--- src/rtl/mem_arb_pkg.sv ---
`default_nettype none
// ============================================================================
// Module      : mem_arb_pkg
// Description : Shared definitions for the memory port arbiter. Contains the
//               arbiter state encoding, the default NOP instruction, the
//               default timeout and a helper that sizes the timeout counter.
//               The optional timeout feature is enabled by MEM_TIMEOUT_EN.
// Revision    : 1.0 - initial release
// ============================================================================
package mem_arb_pkg;

  // Arbiter step sequencing states
  typedef enum logic [2:0] {
    IDLE    = 3'd0,
    DREQ    = 3'd1,
    GAP     = 3'd2,
    FREQ    = 3'd3,
    RELEASE = 3'd4
  } arb_state_e;

  // addi x0,x0,0
  localparam logic [31:0] NOP_INSN_DEFAULT       = 32'h0000_0013;
  localparam int unsigned TIMEOUT_CYCLES_DEFAULT = 255;

  // Bits needed to count from 0 up to and including limit
  function automatic int unsigned timeout_cnt_w(input int unsigned limit);
    return $clog2(limit + 1);
  endfunction

endpackage
`default_nettype wire

--- src/rtl/mem_timeout_counter.sv ---
`default_nettype none
// ============================================================================
// Module      : mem_timeout_counter
// Description : Wait counter for one memory access. Cleared while no access
//               is in progress, counts cycles without acknowledge and flags
//               expiry on the cycle the count would reach LIMIT, so the access
//               is abandoned after exactly LIMIT unacknowledged cycles.
//               Used by mem_port_arbiter only when MEM_TIMEOUT_EN is defined.
// Ports       : clk, reset  - clock, synchronous active-high reset
//               clear       - hold the count at zero
//               enable      - count this cycle (access pending, no ack)
//               expired     - LIMIT unacknowledged cycles reached this cycle
// Revision    : 1.0 - initial release
// ============================================================================
module mem_timeout_counter
  import mem_arb_pkg::*;
#(
  parameter int unsigned LIMIT = TIMEOUT_CYCLES_DEFAULT,
  parameter int unsigned CNT_W = timeout_cnt_w(LIMIT)
) (
  input  logic clk,
  input  logic reset,
  input  logic clear,
  input  logic enable,
  output logic expired
);

  logic [CNT_W-1:0] count_q;
  logic [CNT_W-1:0] count_d;

  always_comb begin
    count_d = count_q;
    if (clear) begin
      count_d = '0;
    end else if (enable) begin
      count_d = count_q + 1'b1;
    end
  end

  always_ff @(posedge clk) begin
    if (reset) begin
      count_q <= '0;
    end else begin
      count_q <= count_d;
    end
  end

  // Expiry is flagged as the count steps onto LIMIT, so the FSM leaves the
  // access state on the same edge.
  assign expired = enable && (count_q == CNT_W'(LIMIT - 1));

endmodule
`default_nettype wire

--- src/rtl/mem_port_arbiter.sv ---
`default_nettype none
// ============================================================================
// Module      : mem_port_arbiter
// Description : Shares one single-port memory between instruction fetch and
//               data access. Each core step performs at most one data access
//               followed by one fetch, with a one-cycle idle gap between them,
//               and holds stall high until both finish; stall then drops for
//               exactly one cycle. Optional access timeout: MEM_TIMEOUT_EN.
// Ports       : clk, reset            - clock, synchronous active-high reset
//               pc_f                  - fetch address
//               d_addr/d_wdata        - data address / store data
//               d_we/d_re             - store / load request
//               inst_f/read_data_m    - registered instruction / load data
//               stall                 - core stall, low only in RELEASE
//               mem_req/mem_we        - memory request / write strobe
//               mem_addr/mem_wdata    - memory address / write data
//               mem_rdata/mem_ack     - memory read data / done
//               err                   - sticky timeout flag
// Revision    : 1.0 - initial release
// ============================================================================
module mem_port_arbiter
  import mem_arb_pkg::*;
#(
  parameter int unsigned        ADDR_W         = 32,
  parameter int unsigned        DATA_W         = 32,
  parameter logic [DATA_W-1:0]  NOP_INSN       = DATA_W'(NOP_INSN_DEFAULT),
  parameter int unsigned        TIMEOUT_CYCLES = TIMEOUT_CYCLES_DEFAULT
) (
  input  logic              clk,
  input  logic              reset,
  input  logic [ADDR_W-1:0] pc_f,
  input  logic [ADDR_W-1:0] d_addr,
  input  logic [DATA_W-1:0] d_wdata,
  input  logic              d_we,
  input  logic              d_re,
  output logic [DATA_W-1:0] inst_f,
  output logic [DATA_W-1:0] read_data_m,
  output logic              stall,
  output logic              mem_req,
  output logic              mem_we,
  output logic [ADDR_W-1:0] mem_addr,
  output logic [DATA_W-1:0] mem_wdata,
  input  logic [DATA_W-1:0] mem_rdata,
  input  logic              mem_ack,
  output logic              err
);

  arb_state_e        state_q,     state_d;
  logic [ADDR_W-1:0] pc_q,        pc_d;
  logic [ADDR_W-1:0] mem_addr_q,  mem_addr_d;
  logic [DATA_W-1:0] mem_wdata_q, mem_wdata_d;
  logic              mem_we_q,    mem_we_d;
  logic [DATA_W-1:0] inst_f_q,    inst_f_d;
  logic [DATA_W-1:0] rdata_m_q,   rdata_m_d;
  logic              stall_q,     stall_d;
  logic              err_q,       err_d;

  logic w_timeout;
  logic w_done;
  logic w_abort;

`ifdef MEM_TIMEOUT_EN
  logic w_in_access;

  assign w_in_access = (state_q == DREQ) || (state_q == FREQ);

  // The gap/idle state between any two accesses clears the count, which
  // gives each access a fresh budget on entry.
  mem_timeout_counter #(
    .LIMIT (TIMEOUT_CYCLES)
  ) u_timeout (
    .clk     (clk),
    .reset   (reset),
    .clear   (!w_in_access),
    .enable  (w_in_access && !mem_ack),
    .expired (w_timeout)
  );
`else
  // Without the timeout the limit has no effect and this folds to zero.
  assign w_timeout = 1'b0 && (TIMEOUT_CYCLES != 0);
`endif

  // An ack always wins over a coincident expiry.
  assign w_done  = mem_ack || w_timeout;
  assign w_abort = w_timeout && !mem_ack;

  always_comb begin
    state_d     = state_q;
    pc_d        = pc_q;
    mem_addr_d  = mem_addr_q;
    mem_wdata_d = mem_wdata_q;
    mem_we_d    = mem_we_q;
    inst_f_d    = inst_f_q;
    rdata_m_d   = rdata_m_q;
    stall_d     = 1'b1;
    err_d       = err_q;

    case (state_q)
      IDLE: begin
        // Snapshot the step's request; the memory-side registers then hold
        // it stable for the whole access.
        pc_d = pc_f;
        if (d_we || d_re) begin
          state_d     = DREQ;
          mem_addr_d  = d_addr;
          mem_wdata_d = d_wdata;
          mem_we_d    = d_we;
        end else begin
          state_d    = FREQ;
          mem_addr_d = pc_f;
        end
      end

      DREQ: begin
        if (w_done) begin
          state_d  = GAP;
          mem_we_d = 1'b0;
          // A store (including we and re together) returns zero.
          rdata_m_d = (mem_we_q || w_abort) ? '0 : mem_rdata;
          err_d     = err_q || w_abort;
        end
      end

      GAP: begin
        state_d    = FREQ;
        mem_addr_d = pc_q;
      end

      FREQ: begin
        if (w_done) begin
          state_d  = RELEASE;
          stall_d  = 1'b0;
          inst_f_d = w_abort ? NOP_INSN : mem_rdata;
          err_d    = err_q || w_abort;
        end
      end

      RELEASE: begin
        state_d = IDLE;
      end

      default: begin
        state_d = IDLE;
      end
    endcase
  end

  always_ff @(posedge clk) begin
    if (reset) begin
      state_q     <= IDLE;
      pc_q        <= '0;
      mem_addr_q  <= '0;
      mem_wdata_q <= '0;
      mem_we_q    <= 1'b0;
      inst_f_q    <= NOP_INSN;
      rdata_m_q   <= '0;
      stall_q     <= 1'b1;
      err_q       <= 1'b0;
    end else begin
      state_q     <= state_d;
      pc_q        <= pc_d;
      mem_addr_q  <= mem_addr_d;
      mem_wdata_q <= mem_wdata_d;
      mem_we_q    <= mem_we_d;
      inst_f_q    <= inst_f_d;
      rdata_m_q   <= rdata_m_d;
      stall_q     <= stall_d;
      err_q       <= err_d;
    end
  end

  assign mem_req     = (state_q == DREQ) || (state_q == FREQ);
  assign mem_we      = mem_we_q;
  assign mem_addr    = mem_addr_q;
  assign mem_wdata   = mem_wdata_q;
  assign inst_f      = inst_f_q;
  assign read_data_m = rdata_m_q;
  assign stall       = stall_q;
  assign err         = err_q;

endmodule
`default_nettype wire

--- config.mk ---
export PLATFORM = sky130hd
export DESIGN_NAME = mem_port_arbiter
export DESIGN_NICKNAME = d
export VERILOG_FILES = /design/src/rtl/mem_arb_pkg.sv /design/src/rtl/mem_timeout_counter.sv /design/src/rtl/mem_port_arbiter.sv
export SDC_FILE = /design/constraint.sdc
export NUM_CORES = 1
export LEC_CHECK = 0
export CAP_MARGIN = 20
export CORE_MARGIN = 4
export CORE_UTILIZATION = 46
export DETAILED_ROUTE_END_ITERATION = 7
export PLACE_DENSITY = 0.9
export SYNTH_ARGS = -nofsm -noshare
export SYNTH_HDL_FRONTEND = slang
export SYNTH_SLANG_ARGS = --single-unit
--- constraint.sdc ---
create_clock -name clk -period 3.35 [get_ports clk]
set_input_delay 0.67 -clock clk [delete_from_list [all_inputs] [get_ports clk]]
set_output_delay 0.67 -clock clk [all_outputs]
set_load 0.02 [all_outputs]
==> results by group <==
Placed design
  – IO buf count: 263
  – Routability cong.: 0.825
  – Hpwl dp: 13.4 mm
  – Area after DPL: 9080 sq um
  – Setup WS pre-CTS: 889 ps
  – Placed Cells: 1126

Final layout
  – P&R area growth vs syn: 50.3%
  – Most common cell after layout, fill and taps aside: clkdlybuf4s50_1
  – Final non-filler cell total: 1158
  – Final Util: 0.704
  – Area of the multi-input gates: 2790 sq um
  – Register area: 3300 sq um
  – Share of post-route cells with drive strength above 1: 0.0552
  – Nets: 1098
  – Diode count: 0
  – Fillers: 1058
  – Most frequent cells in the layout: 262 x clkdlybuf4s50_1, 165 x dfxtp_1, 161 x nand2_1
  – Final instance area: 9740 sq um

STA
  – Fmax: 0.395 GHz
  – Worst hold slack: 452 ps
  – Slew Limit Headroom: 0.363
  – Final worst setup slack: 816 ps
  – Unrepaired setup endpoints after global routing: false
  – Worst Tran Pin Value: 955 ps
  – Final Hold Fails: 0
  – Tcrit/Tclk final: 0.756
  – # setup viols final: 0
  – Setup_tns: 0 ps
  – Max Slew Vio Count: 0
  – Worst Skew: 7.44 ps
  – Period minus WS final: 2530 ps

Logic synthesis
  – Post-Syn Area: 6480 sq um
  – Sequential share of the synthesized area: 0.510
  – Syn_area_per_cell: 8.79 sq um
  – Dominant cells by area after synthesis: dfxtp_1 51%, a21oi_1 9.7%, nand2_1 9.3%, nand3b_1 7.8%, mux2i_1 4.9%
  – Post-synth top area share: 0.510
  – Synthesized net count: 870
  – Largest family of logic cells by synthesized area: compound AO/OA/AOI/OAI gates
  – Multiplexer area fraction after synthesis: 0.0494
  – Synthesized-area fraction occupied by adder cells: 0
  – Synth warn: 0
  – Synth Register Bits: 165
  – Synth Instances: 737
  – Post-synthesis xor/xnor area fraction: 0.00135
  – Synth Area in Simple Gates: 0.188
  – Post-synthesis compound-gate area fraction: 0.189
  – Library cells used by synthesis: 30
  – Dominant cell type by area after synthesis: dfxtp_1

Clock network
  – Clk Latency, worst-skew pair: 420 ps
  – CTS Hold Bufs: 0
  – Clk buf depth: 2
  – Worst-path clk slew: 60 ps
  – Post-CTS Setup Bufs: 0
  – Cts bufs inserted: 17
  – CTS sink count: 165
  – Post-CTS resize count: 0
  – H-tree depth: 4
  – TritonCTS clock tree: built
  – Clk root buf: clkbuf_16

Critical path
  – WP data required: 2680 ps
  – Crit path largest cell delay: 650 ps
  – Cell family with most CP delay: buffers and inverters
  – Crit path DAT: 1860 ps
  – CP max-delay cell: clkdlybuf4s50_1
  – Setup crit start kind: flip-flop
  – Crit path capture type: output port
  – Critical path buffers and inverters: 1
  – Critical path peak fanout: 13
  – Setup Crit Path Kind: reg -> out
  – Crit-path cells: nor2b_1 > clkdlybuf4s50_1

Drt
  – Drt total wl: 20.1 mm
  – Routed Antenna Nets: 0
  – Initial DRC count: 502
  – Drt wl/cell: 17.4 microns
  – Vias: 6319
  – DRC: 0
  – DR pass1 iterations: 5
  – Via-to-Cell Ratio: 5.46

Global route
  – First-pass GRT wire length: 31.0 mm
  – GRT Overall Usage: 0.240
  – Pin count of the biggest net entering global routing: 87
  – Grt ovf: 0
  – Initial antenna violation count: 0
  – Vias in the first global route: 6025

Pwr
  – Peak supply drop: 0.347 mV
  – Final Power: 5.21 mW
  – Pwr/cell area: 535 nW/um^2
  – Pleak: 3.42 nW

Floorplanning
  – # IOs: 265
  – Core area: 13800 sq um
  – Die area: 16100 sq um
  – Rows: 43
  – Die W: 127 microns
  – DIE HEIGHT: 127 microns
  – Initial Utilization: 0.469

Outcome
  – Status: finished clean

Run
  – Maxcap violations: 0

Min path
  – Class of the worst hold path: reg -> reg
## cells in the mapped netlist, drive strengths merged
| master | count |
|---|---|
| o21ba | 1 |
| nand3b | 67 |
| nor2 | 2 |
| nand4bb | 1 |
| or3 | 1 |
| nand4b | 1 |
| a2111oi | 1 |
| xnor2 | 1 |
| inv | 2 |
| nor4b | 1 |
| a22oi | 32 |
| clkbuf | 32 |
| and4bb | 1 |
| nand2 | 161 |
| dfxtp | 165 |
| a21oi | 126 |
| mux2i | 32 |
| conb | 1 |
| o211ai | 1 |
| nor2b | 1 |
| nor3 | 2 |
| a211oi | 1 |
| buf | 38 |
| or4 | 1 |
| and4b | 1 |
| o21ai | 64 |
## worst paths after layout
path                            slack (ps)             from               to  depth (start not counted)
worst min-delay path                   450  read_data_m[25]  read_data_m[25]                          2
worst min register to register         450  read_data_m[25]  read_data_m[25]                          2
worst max-delay path                   820       state_q[0]          mem_req                          2
worst max register to register        1260       state_q[0]          pc_q[4]                          4
## flip-flops by register name (all words and copies together) (netlist names)
register / flops
inst_f: 32
mem_addr: 32
mem_wdata: 32
pc_q: 32
read_data_m: 32
state_q: 3
mem_we: 1
stall: 1
## tightest hold or removal path, stage by stage, from the launching register on
cell	delay (ps)
dfxtp_1	310
nand2_1	50
a21oi_1	50
## cell families after synthesis
logic type,after synthesis
xor gates and xnor gates,1
buffers and inverters,72
and+or+nand+nor,240
muxes,32
other,1
DFF,165
AOI/OAI and AO/OA,226
## layout make-up
| class | count | area share |
|---|---|---|
| clock buffer | 20 | 0.0469 |
| clock inverter | 12 | 0.0204 |
| inverter | 2 | 0.000771 |
| multi-input combinational | 500 | 0.286 |
| sequential | 165 | 0.339 |
| tap | 180 | 0.0231 |
| timing repair buffer | 279 | 0.284 |
## where the power goes
group	switching (mW)	total (mW)	internal, mW
Combinational	0.466	0.899	0.433
Sequential	0.0754	2.17	2.09
Clock	0.780	2.14	1.36
## per-layer routing
metal,routed length (microns),up-vias,track usage
met5,0,-,0
met4,465,0,0.0883
met1,7840,2991,0.279
li1,-,3007,-
met2,9950,283,0.417
met3,1860,38,0.0737
Note: power is estimated with default switching activity, not from simulation.
==> RTL change 1, RTL diff (same settings) <==
Add a define of `MEM_TIMEOUT_EN`.
--- a/src/rtl/mem_port_arbiter.sv
+++ b/src/rtl/mem_port_arbiter.sv
@@ -19,4 +19,6 @@
 // Revision    : 1.0 - initial release
 // ============================================================================
+`define MEM_TIMEOUT_EN
+
 module mem_port_arbiter
   import mem_arb_pkg::*;
Behaviour: same outputs for any inputs over 4 cycles, from zero or initial values and one cycle with reset high; that may be too few to reach the edited logic, so the function may still have changed.
==> RTL change 1 against the original RTL <==
  * Sequential power is 6% higher
  * Power is 1.6% higher
  * Largest power group unchanged
  * Register-to-register slack worse by 0.17 ns
  * Worst setup slack worse by 0.24 ns
  * Count of clock-buffer cells in the layout stayed put
  * Routed wire length is 1.2% higher
  * First-iteration DRC count is 2.2% lower
  * Area after synthesis is 2.8% higher
  * Sequential cell count is 9 higher
  * Cell area is 2.9% higher
  * Critical endpoint unchanged
==> RTL change 1: results (changes against the original RTL) <==
[run_status]
status=completed

[detailed_routing]
drt_iter0_drc=491  ; -2.2%
first_pass_iters=5  ; unchanged
wl_um=20400  ; +1.2%
vias=6243  ; -1.2%

[logic_synthesis]
synth_fp_nets=887  ; +2.0%
synth_common_cells=nand2_1 (225), dfxtp_1 (174), a21oi_1 (70)
ys_top_cells_by_area=dfxtp_1 (52%), nand2_1 (13%), mux2i_1 (9.2%)
synth_seq_area_share=0.523  ; +0.0132
syn_inst=752  ; +2.0%
synth_cell_type_count=33  ; +10%

[worst_hold_path]
min_path_type=flip-flop to flip-flop

[setup_path]
cp.arrival_ns=2.10  ; +0.24 ns
slowest_delay_ns=0.75  ; +0.10 ns
critPathMaxFanout=9  ; -4

[power_and_ir_drop]
powerDensity_nw_per_um2=528  ; -1.3%
peakVddDrop_mv=0.369  ; +6.4%
cellLeakagePower_nw=3.89  ; +14%

[place]
place.gp.congestion=0.841  ; +2.0%
io_buffers=264  ; +0.38%
place_ws_ns=0.679  ; -0.210 ns
place_area_um2=9410  ; +3.6%
dp_cells=1149  ; +2.0%
dp_hpwl_um=14000  ; +4.4%

[clocking]
cts_resized=0  ; unchanged
postCtsHoldBufs=0  ; unchanged

[global_routing]
grt_start_max_net_pins=69  ; -21%
grt_pass1_wl_um=31700  ; +2.4%
antenna_found_initial=1  ; +1
grt_pass1_vias=6130  ; +1.7%
grt_usage=0.241  ; +0.000698

[cells_and_area]
fin_cells=1180  ; +1.9%
final_layout_size_suffix_gt1_frac=0.0530  ; -0.00221
nFillCells=1035  ; -2.2%

[sta]
worst_pin_slew_ns=0.749  ; -0.206 ns
skew_ns=0.00725  ; -0.000187 ns

RTL change 1: per-layer routing:
layer | up-vias | global-route usage | wire length, um
met2 | 239 | 0.399 | 9870
met3 | 35 | 0.0967 | 1860
met4 | 2 | 0.0924 | 460
met5 | - | 0 | 13
met1 | 2928 | 0.280 | 8150
li1 | 3039 | - | -
RTL change 1: final cells by class:
class / count / area share
Timing Repair Buffer: 278 / 0.276
Multi-Input combinational cell: 514 / 0.292
Tap cell: 180 / 0.0225
Inverter: 3 / 0.00112
Clock inverter: 11 / 0.0165
Clock buffer: 20 / 0.0446
Sequential cell: 174 / 0.348
RTL change 1: power breakdown:
part           switching, mW  total, mW  internal, mW
Sequential            0.0869       2.30          2.21
Combinational          0.484      0.943         0.459
Clock                  0.793       2.05          1.26
RTL change 1: logic make-up (layout without fill, tap and decap cells):
group,after synthesis,in the layout,share of synthesized area
adder cells (fa/ha/maj),2,2,0.00376
buffers and inverters,64,312,0.0406
AND/OR/NAND/NOR,268,268,0.161
XOR/XNOR,5,5,0.00658
AO/OA/AOI/OAI,178,178,0.174
multiplexers,61,61,0.0917
flip-flops,174,174,0.523
RTL change 1: worst paths after layout:
| kind | end | startpoint | slack (ns) | cells past startpoint |
|---|---|---|---|---|
| worst max-delay path | mem_req | state_q[0] | 0.58 | 2 |
| worst min register to register | mem_wdata[15] | mem_wdata[15] | 0.45 | 2 |
| worst max register to register | read_data_m[24] | state_q[0] | 1.09 | 5 |
| worst min-delay path | mem_wdata[15] | mem_wdata[15] | 0.45 | 2 |
RTL change 1: worst max-delay path, delay by kind of cell, from the launching register on:
| kind | cells | cell delay, ns |
|---|---|---|
| buffers and inverters | 1 | 0.75 |
| DFF | 1 | 0.48 |
| and+or+nand+nor | 1 | 0.45 |
==> RTL change 2, RTL diff (config.mk and constraints unchanged) <==
Made on the original files. The 5 states of `arb_state_e` get a Gray code encoding in 3 bits.
--- a/src/rtl/mem_arb_pkg.sv
+++ b/src/rtl/mem_arb_pkg.sv
@@ -12,9 +12,9 @@
   // Arbiter step sequencing states
   typedef enum logic [2:0] {
-    IDLE    = 3'd0,
-    DREQ    = 3'd1,
-    GAP     = 3'd2,
-    FREQ    = 3'd3,
-    RELEASE = 3'd4
+    IDLE    = 3'b000,
+    DREQ    = 3'b001,
+    GAP     = 3'b011,
+    FREQ    = 3'b010,
+    RELEASE = 3'b110
   } arb_state_e;
 
Function: same outputs for any inputs over 4 cycles, from zero or initial values and one cycle with reset high; so few cycles prove little.
==> RTL change 2 against the original RTL <==
  * Combinational power up 18%
  * Area after synthesis up 0.60%
  * Non-clock buffer count down 2
  * Global-route usage down 0.25 points
  * Cell area down 0.68%
  * Power down 2.3%
  * Worst setup slack worse by 0.071 ns
  * Sequential cell count unchanged
  * Routed wire length down 1.5%
==> RTL change 2: results (changes against the original RTL) <==
[run_status]
status=completed

[global_routing]
met3_usage=0.0844  ; +0.0108
grt_usage=0.238  ; -0.00246
gr-usage-met1=0.278  ; -0.000282
grt_start_max_net_pins=64  ; -26%

[power_and_ir_drop]
peakVddDrop_mv=0.329  ; -5.3%
p_sw_frac=0.275  ; +0.0219
cellLeakagePower_nw=3.58  ; +4.8%

[setup_path]
rrSetupSlack_ns=1.32  ; +0.06 ns
critPathMaxFanout=12  ; -1
cp.arrival_ns=1.93  ; +0.07 ns

[cells_and_area]
nClkBuffers=23  ; +15%
clkCellAreaFrac=0.0573  ; -0.0100
num-nets-final=1134  ; +3.3%
seq-cell-share=0.341  ; +0.00232
nFillCells=1091  ; +3.1%
nNonClkInverters=37  ; +35
bufAreaShareNonClock=0.283  ; -0.000902
final_layout_size_suffix_gt1_frac=0.0484  ; -0.00684
nMultiInputCombCells=503  ; +0.60%
multi_input_area_share=0.281  ; -0.00515

[detailed_routing]
drt_iter0_drc=394  ; -22%
dr_wl_met2_um=9520  ; -4.4%
wl_um=19800  ; -1.5%
route.met3.wl_um=1950  ; +4.7%
wl_met1_um=7860  ; +0.24%

[logic_synthesis]
synth_xor_area_frac=0.00134  ; -0.00000804
synth_cell_type_count=28  ; -6.7%
synth_seq_area_share=0.507  ; -0.00303
synthMuxAreaShare=0.0507  ; +0.00124
synth_top_family_by_area=simple AND/OR/NAND/NOR gates
ys_top_cells_by_area=dfxtp_1 (51%), nand2_1 (11%), a21oi_1 (9.6%)
synth_common_cells=nand2_1 (194), dfxtp_1 (165), a21oi_1 (125)

[place]
place.gp.congestion=0.851  ; +3.2%

[worst_hold_path]
hold_start=read_data_m[1]

RTL change 2: cell count changes after synthesis, sizes merged, moves of 3 or more:
cell / delta
inv: +35
nand3: +35
nand3b: -35
nand2: +33
a22oi: -32
o21ai: -32
o221ai: +32
clkbuf: +4
buf: -3
RTL change 2: worst max path at each step:
| stage | endpoint | cells after the start | slack (ns) | startpoint |
|---|---|---|---|---|
| after floorplan | mem_addr[22] | 5 | 1.69 | d_re |
| after global placement | inst_f[14] | 5 | 0.94 | mem_ack |
| after detailed placement | inst_f[3] | 5 | 0.93 | mem_ack |
| after CTS | mem_req | 3 | 0.70 | state_q[1] |
| after global routing | mem_req | 3 | 0.57 | state_q[1] |
| final | mem_req | 3 | 0.75 | state_q[1] |
RTL change 2: power by group through the flow:
stage	Sequential, mW	Combinational, mW	Clock [mW]
after global placement	2.24	1.04	0
after CTS	2.21	1.06	1.87
final	2.21	1.06	1.83
after floorplan	2.38	0.419	0
after global routing	2.23	1.14	1.95
after detailed placement	2.25	1.06	0
RTL change 2: worst max-delay path, cell delays in order, from the launching register on:
cell,delay [ns]
dfxtp_1,0.62
xnor2_1,0.14
nor2_1,0.12
clkdlybuf4s50_1,0.65
RTL change 2: per-stage QoR:
| stage | power (mW) | hold WS (ns) | cells | utilization |
|---|---|---|---|---|
| CTS | 5.14 | 0.452 | 1193 | 0.697 |
| finish | 5.09 | 0.449 | 1193 | 0.697 |
| detailed placement | 3.31 | 0.443 | 1162 | 0.657 |
| global route | 5.32 | 0.471 | 1193 | 0.697 |
| floorplan | 2.80 | 0.432 | 776 | - |
| global placement | 3.29 | 0.437 | 1162 | 0.657 |
